## src/rtl/dmem_pkg.sv

```systemverilog
// Shared types and constants for the data-memory subsystem: FSM states,
// MMIO register offsets and the address-region decoder.
package dmem_pkg;

    typedef enum logic [1:0] {
        ST_IDLE,
        ST_WAIT,
        ST_ACCESS,
        ST_RESP
    } state_t;

    typedef enum logic [1:0] {
        REG_RAM,
        REG_MMIO,
        REG_NONE
    } region_t;

    localparam logic [3:0] MMIO_OFF_LED   = 4'h0;
    localparam logic [3:0] MMIO_OFF_CYCLE = 4'h4;

    // The MMIO window is 16-byte aligned, so matching the upper 28 bits is enough.
    function automatic region_t decode_region(input logic [31:0] addr,
                                              input logic [31:0] ram_bytes,
                                              input logic [27:0] mmio_page);
        if (addr < ram_bytes) begin
            return REG_RAM;
        end else if (addr[31:4] == mmio_page) begin
            return REG_MMIO;
        end else begin
            return REG_NONE;
        end
    endfunction

endpackage

```

## src/rtl/dmem_subsys_if.sv

```systemverilog
// CPU data-port bus: request fields held stable by the master until ready,
// response fields valid while ready is high.
interface dmem_subsys_if;
    logic        req;
    logic        we;
    logic [3:0]  byte_en;
    logic [31:0] addr;
    logic [31:0] wdata;
    logic [31:0] rdata;
    logic        ready;
    logic        fault;

    modport master (
        output req, we, byte_en, addr, wdata,
        input  rdata, ready, fault
    );

    modport slave (
        input  req, we, byte_en, addr, wdata,
        output rdata, ready, fault
    );
endinterface

```

## src/rtl/dmem_ram.sv

```systemverilog
// Single-port synchronous RAM, 32-bit words split into four byte lanes,
// each with its own write enable; read data is registered.
module dmem_ram #(
    parameter int DEPTH_WORDS = 64,
    parameter int AW          = $clog2(DEPTH_WORDS)
) (
    input  logic          clk,
    input  logic          we,
    input  logic [3:0]    byte_en,
    input  logic [AW-1:0] addr,
    input  logic [31:0]   wdata,
    output logic [31:0]   rdata
);

    generate
        for (genvar gi = 0; gi < 4; gi++) begin : g_lane
            logic [7:0] lane_mem [DEPTH_WORDS];
            logic [7:0] lane_q_reg;

            always_ff @(posedge clk) begin
                if (we && byte_en[gi]) begin
                    lane_mem[addr] <= wdata[8*gi +: 8];
                end
                lane_q_reg <= lane_mem[addr];
            end

            assign rdata[8*gi +: 8] = lane_q_reg;
        end
    endgenerate

endmodule

```

## src/rtl/dmem_subsys.sv

```systemverilog
// Data-memory subsystem: request FSM with programmable wait states, RAM and
// MMIO decode, LED register and free-running cycle counter.
module dmem_subsys
    import dmem_pkg::*;
#(
    parameter int          DEPTH_WORDS = 64,
    parameter int          WAIT_STATES = 0,
    parameter logic [31:0] MMIO_BASE   = 32'hFFFF_0000
) (
    input  logic          clk,
    input  logic          rst,
    dmem_subsys_if.slave  bus,
    output logic [7:0]    led_out,
    output logic [31:0]   cycle_cnt
);

    localparam int          AW        = $clog2(DEPTH_WORDS);
    localparam logic [31:0] RAM_BYTES = 32'(DEPTH_WORDS * 4);
    localparam logic [3:0]  WAIT_INIT = 4'(WAIT_STATES);

    state_t      state_reg, state_next;
    logic [3:0]  wait_cnt_reg, wait_cnt_next;
    logic        accept;

    logic        we_reg;
    logic [3:0]  be_reg;
    logic [31:0] addr_reg;
    logic [31:0] wdata_reg;

    logic [31:0] rdata_reg, rdata_next;
    logic        fault_reg, fault_next;
    logic [7:0]  led_reg, led_next;
    logic [31:0] cycle_reg;

    region_t     region;
    logic [3:0]  mmio_off;
    logic        access_fault;
    logic        ram_we;
    logic        led_we;
    logic [AW-1:0] ram_addr;
    logic [31:0] ram_rdata;

    // State register, response registers, MMIO registers and counter
    always_ff @(posedge clk) begin
        if (!rst) begin
            state_reg    <= ST_IDLE;
            wait_cnt_reg <= 4'd0;
            rdata_reg    <= 32'd0;
            fault_reg    <= 1'b0;
            led_reg      <= 8'd0;
            cycle_reg    <= 32'd0;
        end else begin
            state_reg    <= state_next;
            wait_cnt_reg <= wait_cnt_next;
            rdata_reg    <= rdata_next;
            fault_reg    <= fault_next;
            led_reg      <= led_next;
            cycle_reg    <= cycle_reg + 32'd1;
        end
    end

    // Request capture; only meaningful once accepted, so no reset needed
    always_ff @(posedge clk) begin
        if (accept) begin
            we_reg    <= bus.we;
            be_reg    <= bus.byte_en;
            addr_reg  <= bus.addr;
            wdata_reg <= bus.wdata;
        end
    end

    always_comb begin
        state_next    = state_reg;
        wait_cnt_next = wait_cnt_reg;
        accept        = 1'b0;
        case (state_reg)
            ST_IDLE: begin
                if (bus.req) begin
                    accept        = 1'b1;
                    wait_cnt_next = WAIT_INIT;
                    state_next    = (WAIT_STATES == 0) ? ST_ACCESS : ST_WAIT;
                end
            end
            ST_WAIT: begin
                wait_cnt_next = wait_cnt_reg - 4'd1;
                if (wait_cnt_reg <= 4'd1) begin
                    state_next = ST_ACCESS;
                end
            end
            ST_ACCESS: state_next = ST_RESP;
            ST_RESP:   state_next = ST_IDLE;
            default:   state_next = ST_IDLE;
        endcase
    end

    assign region   = decode_region(addr_reg, RAM_BYTES, MMIO_BASE[31:4]);
    assign mmio_off = addr_reg[3:0];

    always_comb begin
        access_fault = 1'b0;
        if (addr_reg[1:0] != 2'b00 || region == REG_NONE) begin
            access_fault = 1'b1;
        end else if (region == REG_MMIO &&
                     mmio_off != MMIO_OFF_LED && mmio_off != MMIO_OFF_CYCLE) begin
            access_fault = 1'b1;
        end
    end

    // Gating with rst ensures a write caught by reset in ACCESS is dropped
    assign ram_we = rst && (state_reg == ST_ACCESS) && we_reg && !access_fault &&
                    (region == REG_RAM);
    assign led_we = (state_reg == ST_ACCESS) && we_reg && !access_fault &&
                    (region == REG_MMIO) && (mmio_off == MMIO_OFF_LED) && be_reg[0];

    // Present the incoming address while idle so the registered read is
    // already holding the latched word by the time ACCESS is reached.
    assign ram_addr = (state_reg == ST_IDLE) ? bus.addr[AW+1:2] : addr_reg[AW+1:2];

    dmem_ram #(
        .DEPTH_WORDS (DEPTH_WORDS),
        .AW          (AW)
    ) u_ram (
        .clk     (clk),
        .we      (ram_we),
        .byte_en (be_reg),
        .addr    (ram_addr),
        .wdata   (wdata_reg),
        .rdata   (ram_rdata)
    );

    always_comb begin
        rdata_next = rdata_reg;
        fault_next = 1'b0;
        led_next   = led_reg;
        if (state_reg == ST_ACCESS) begin
            fault_next = access_fault;
            rdata_next = 32'd0;
            if (!access_fault && !we_reg) begin
                if (region == REG_RAM) begin
                    rdata_next = ram_rdata;
                end else if (mmio_off == MMIO_OFF_LED) begin
                    rdata_next = {24'd0, led_reg};
                end else begin
                    rdata_next = cycle_reg;
                end
            end
            if (led_we) begin
                led_next = wdata_reg[7:0];
            end
        end
    end

    assign bus.rdata = rdata_reg;
    assign bus.ready = (state_reg == ST_RESP);
    assign bus.fault = fault_reg;
    assign led_out   = led_reg;
    assign cycle_cnt = cycle_reg;

endmodule
```

## src/flat_wrapper.sv

```systemverilog
// flat-port wrapper written by rule: the top's interface ports become plain ports
module dmem_subsys_flat import dmem_pkg::*;
#(
    parameter int          DEPTH_WORDS = 64,
    parameter int          WAIT_STATES = 0,
    parameter logic [31:0] MMIO_BASE   = 32'hFFFF_0000
)
  (clk, rst, led_out, cycle_cnt, bus_req, bus_we, bus_byte_en, bus_addr, bus_wdata, bus_rdata, bus_ready, bus_fault);
  dmem_subsys_if bus_i ();
  input  logic clk;
  input  logic rst;
  output logic [7:0] led_out;
  output logic [31:0] cycle_cnt;
  input wire logic [$bits(bus_i.req)-1:0] bus_req;
  input wire logic [$bits(bus_i.we)-1:0] bus_we;
  input wire logic [$bits(bus_i.byte_en)-1:0] bus_byte_en;
  input wire logic [$bits(bus_i.addr)-1:0] bus_addr;
  input wire logic [$bits(bus_i.wdata)-1:0] bus_wdata;
  output wire logic [$bits(bus_i.rdata)-1:0] bus_rdata;
  output wire logic [$bits(bus_i.ready)-1:0] bus_ready;
  output wire logic [$bits(bus_i.fault)-1:0] bus_fault;
  assign bus_i.req = bus_req;
  assign bus_i.we = bus_we;
  assign bus_i.byte_en = bus_byte_en;
  assign bus_i.addr = bus_addr;
  assign bus_i.wdata = bus_wdata;
  assign bus_rdata = bus_i.rdata;
  assign bus_ready = bus_i.ready;
  assign bus_fault = bus_i.fault;
  dmem_subsys #(.DEPTH_WORDS(DEPTH_WORDS), .WAIT_STATES(WAIT_STATES), .MMIO_BASE(MMIO_BASE)) u_core (.clk(clk), .rst(rst), .bus(bus_i), .led_out(led_out), .cycle_cnt(cycle_cnt));
endmodule
```

## config.mk

```make
export PLATFORM = sky130hd
export DESIGN_NAME = dmem_subsys_flat
export DESIGN_NICKNAME = d
export VERILOG_FILES = /design/src/rtl/dmem_pkg.sv /design/src/rtl/dmem_subsys_if.sv /design/src/rtl/dmem_ram.sv /design/src/rtl/dmem_subsys.sv /design/src/flat_wrapper.sv
export SDC_FILE = /design/constraint.sdc
export NUM_CORES = 2
export LEC_CHECK = 0
export ABC_AREA = 1
export BUFFER_PORTS_ARGS = -buffer_cell sky130_fd_sc_hd__buf_4
export CAP_MARGIN = 0
export CORE_MARGIN = 2
export CORE_UTILIZATION = 55
export DETAILED_ROUTE_END_ITERATION = 10
export PLACE_DENSITY = 0.71
export SLEW_MARGIN = 20
export SYNTH_ARGS = -nofsm -noshare
export SYNTH_HDL_FRONTEND = slang
export SYNTH_HIERARCHICAL = 1
export SYNTH_SLANG_ARGS = --single-unit
export TNS_END_PERCENT = 100
```

## constraint.sdc

```tcl
create_clock -name clk -period 5.9 [get_ports clk]
set_input_delay 0.295 -clock clk [delete_from_list [all_inputs] [get_ports clk]]
set_output_delay 0.295 -clock clk [all_outputs]
set_load 0.01 [all_outputs]
```

==> flow_summary.json <==
{
  "run_status": "finished clean",
  "die_area_um2": 174000,
  "synth-edff-count": 2117,
  "dpl.cell_count": 11400,
  "power.combinational.fraction": 0.236,
  "fillers": 13300,
  "path_max_fanout": 153,
  "internal-power_w": 0.0282,
  "core_um2": 170000,
  "worst_slew_pin_slew_ns": 1.13,
  "post-dp-hpwl_mm": 155,
  "grt_start_max_net_pins": 197,
  "critPathArrivalTime_ns": 4.97,
  "criticalPathCategory": "reg2reg",
  "synth_cells": 9455,
  "place.gp.congestion": 0.900,
  "share_of_flip_flops_with_an_asynchronous_set_or_reset_after_synthesis": 0,
  "avgSynthCellArea_um2": 9.95,
  "yosys-top-cells-count": "5,963 x nand2_1, 2,117 x edfxtp_1, 402 x nor2_1, 231 x buf_2, 147 x clkbuf_1",
  "fp.dieH_um": 418,
  "clk_pin_slew_ns": 0.06,
  "routed-via-count": 66000,
  "grtUsageMet1": 0.392,
  "grtUsageTotal": 0.294,
  "power_leakage_nw": 43.1,
  "timing.critical_path.slowest_stage_cell": "nor2_1",
  "global_route_wire_length_before_repair_mm": 384,
  "switching_power_w": 0.0137,
  "clock_power_share": 0.332,
  "synth.ff_latch_count": 2228,
  "postCtsHoldBufs": 71,
  "setup-tns-final_ns": 0,
  "irDropWorstVdd_uv": 369,
  "ctsHtreeMaxLevel": 4,
  "synth_area_leader_cell": "edfxtp_1",
  "final_cells": 11900,
  "slowest_delay_ns": 0.76,
  "dieWidth_um": 418,
  "power.share.switching": 0.327,
  "detail_route.wirelength_mm": 258,
  "clock_sinks": 2228,
  "power.sequential.fraction": 0.431,
  "timing.final.crit_period_ns": 4.47,
  "remaining_drc_errors": 0,
  "groute.layer.met2.usage": 0.468,
  "largest_register": "u_core/u_ram/g_lane.lane_mem",
  "drt_first_iter_violations": 8084,
  "core.rowCount": 151,
  "cap_violations": 0,
  "synthDominantCellAreaShare": 0.676,
  "globalRouteMet3Util": 0.0564,
  "critPathRequiredTime_ns": 6.40,
  "grt_antenna_before_repair": 5,
  "hold_violations": 0,
  "postCtsResizedCells": 0,
  "mappedNetlistArea_um2": 94100,
  "cts-buffers-inserted": 214,
  "synth_top_cells_by_area": "edfxtp_1 68%, nand2_1 24%, dfxtp_1 2.4%",
  "overflow": 0,
  "flow.area_growth_from_synthesis_pct": 11.1,
  "finalClockSkew_ns": 0.0411,
  "synthesis.nets": 9530,
  "num-nets-final": 9586,
  "start_util": 0.555,
  "synth.most_common_cell": "nand2_1",
  "grt_pass1_vias": 62800,
  "numPortBuffers": 145,
  "detail_route.vias_per_cell": 5.54,
  "timing.critical_path.cells": "nor2_1 > buf_4 > inv_1 > nand2_1 > nand2_4 > inv_16 > nor2_2 > inv_1 > nor2_2 > nand2_1 > nor2_1",
  "cts_tree": "yes",
  "crit_path_start_kind": "register",
  "clock_tree.root_cell": "clkbuf_16",
  "clockBufferDepth": 3,
  "fin_crit_sh": 0.758,
  "hold_path_class": "in2reg",
  "drt_first_pass_iters": 6,
  "clock_insertion_delay_worst_skew_ns": 0.87,
  "synth_top_flop_cell": "edfxtp_1",
  "drive_above_1_share": 0.0651,
  "yosys.cell_types.count": 39,
  "ys_seq_area_frac": 0.699,
  "largest_register_ffs": 2048,
  "busiest_layer": "met2",
  "grt_setup_unrepaired": "false",
  "power_density_nw_per_um2": 401,
  "cts_setup_buffers": 0,
  "critPathCaptureType": "register",
  "max-slew-margin-rel": 0.242,
  "timing.fmax_ghz": 0.224,
  "synthesis.yosys.warnings": 6,
  "setup_violations": 0,
  "antenna_violating_nets_post_route": 0,
  "timing_max_transition_violations_final": 0,
  "top_level_ports": 146,
  "wl_per_cell_um": 21.7
}
==> power by group through the flow <==
stage / logic, W / registers [W] / clock network (W)
after floorplan: 0.00636 / 0.0185 / 0
after global placement: 0.00953 / 0.0184 / 0
after detailed placement: 0.00961 / 0.0184 / 0
after CTS: 0.00972 / 0.0181 / 0.0141
after global routing: 0.0109 / 0.0181 / 0.0147
final: 0.00991 / 0.0181 / 0.0139
==> cell families after synthesis <==
| kind of cell | after synthesis | synth area share |
|---|---|---|
| flip-flops | 2228 | 0.699 |
| AND/OR/NAND/NOR | 6476 | 0.261 |
| buffers and inverters | 589 | 0.0296 |
| adder cells (fa/ha/maj) | 3 | 0.000399 |
| AO/OA/AOI/OAI | 157 | 0.00911 |
| XOR/XNOR | 2 | 0.000186 |
==> metrics by stage <==
stage | setup slack, ns | cell area [µm²] | hold WS [ns] | total power [W] | util
after CTS | 1.53 | 105000 | 0.101 | 0.0419 | 0.616
final | 1.43 | 105000 | 0.154 | 0.0419 | 0.616
after detailed placement | 1.55 | 96700 | 0.456 | 0.0280 | 0.570
after floorplan | 1.62 | 94100 | 0.394 | 0.0248 | -
after global placement | 1.63 | 96600 | 0.446 | 0.0279 | 0.570
after global routing | 1.33 | 105000 | 0.124 | 0.0436 | 0.616
==> layout by cell type, fill, tap and decap left out, types with 4 or more instances in the layout <==
master and instances:
o21ai_0 49, clkinv_2 47, nor2_1 400, clkinv_1 37
bufinv_16 27, inv_6 4, nor2_4 6, nor3_2 7
nor3_1 15, or2_2 10, edfxtp_1 2117, nor2_2 16
inv_1 106, buf_4 231, inv_2 4, clkbuf_1 48
nand2_1 5957, nand2_2 8, dlygate4sd3_1 71, clkbuf_8 8
nand3_1 22, nand2_4 4, o211ai_1 23, nand4_1 19
dfxtp_1 111, buf_12 13, inv_16 5, a21oi_1 37
o21ai_1 43, clkinvlp_4 4, clkbuf_16 217
==> layout make-up <==
type | count | area, µm² | share of cell area
Timing Repair Buffer | 316 | 2730 | 0.0261
Tap cell | 2218 | 2780 | 0.0265
Clock inverter | 132 | 1460 | 0.0139
Multi-Input combinational cell | 6638 | 25600 | 0.245
Sequential cell | 2228 | 65800 | 0.629
Inverter | 113 | 464 | 0.00444
Antenna cell | 1 | 2.50 | 0.0000239
Clock buffer | 273 | 5720 | 0.0547
==> routing by layer <==
| metal | wire (µm) | vias to the layer above |
|---|---|---|
| li1 | - | 30600 |
| met1 | 98600 | 31300 |
| met2 | 120000 | 3546 |
| met3 | 26700 | 587 |
| met4 | 13200 | 4 |
| met5 | 21 | - |
==> critical path, delay by kind of cell, from the launching register on <==
kind	cells	cell delay, ns
DFF	1	0.39
and+or+nand+nor	7	2.76
buffers and inverters	4	0.79
==> path summary, 6_finish.rpt <==
path,startpoint,to,slack (ns),depth (start not counted)
max,u_core/state_reg[0],u_core/u_ram/g_lane[2].lane_mem[34][6],1.43,11
min,bus_wdata[26],u_core/wdata_reg[26],0.15,2
max reg2reg,u_core/state_reg[0],u_core/u_ram/g_lane[2].lane_mem[34][6],1.43,11
min reg2reg,u_core/bus.rdata[25],u_core/bus.rdata[25],0.46,2
(Power assumes the default switching activity.)
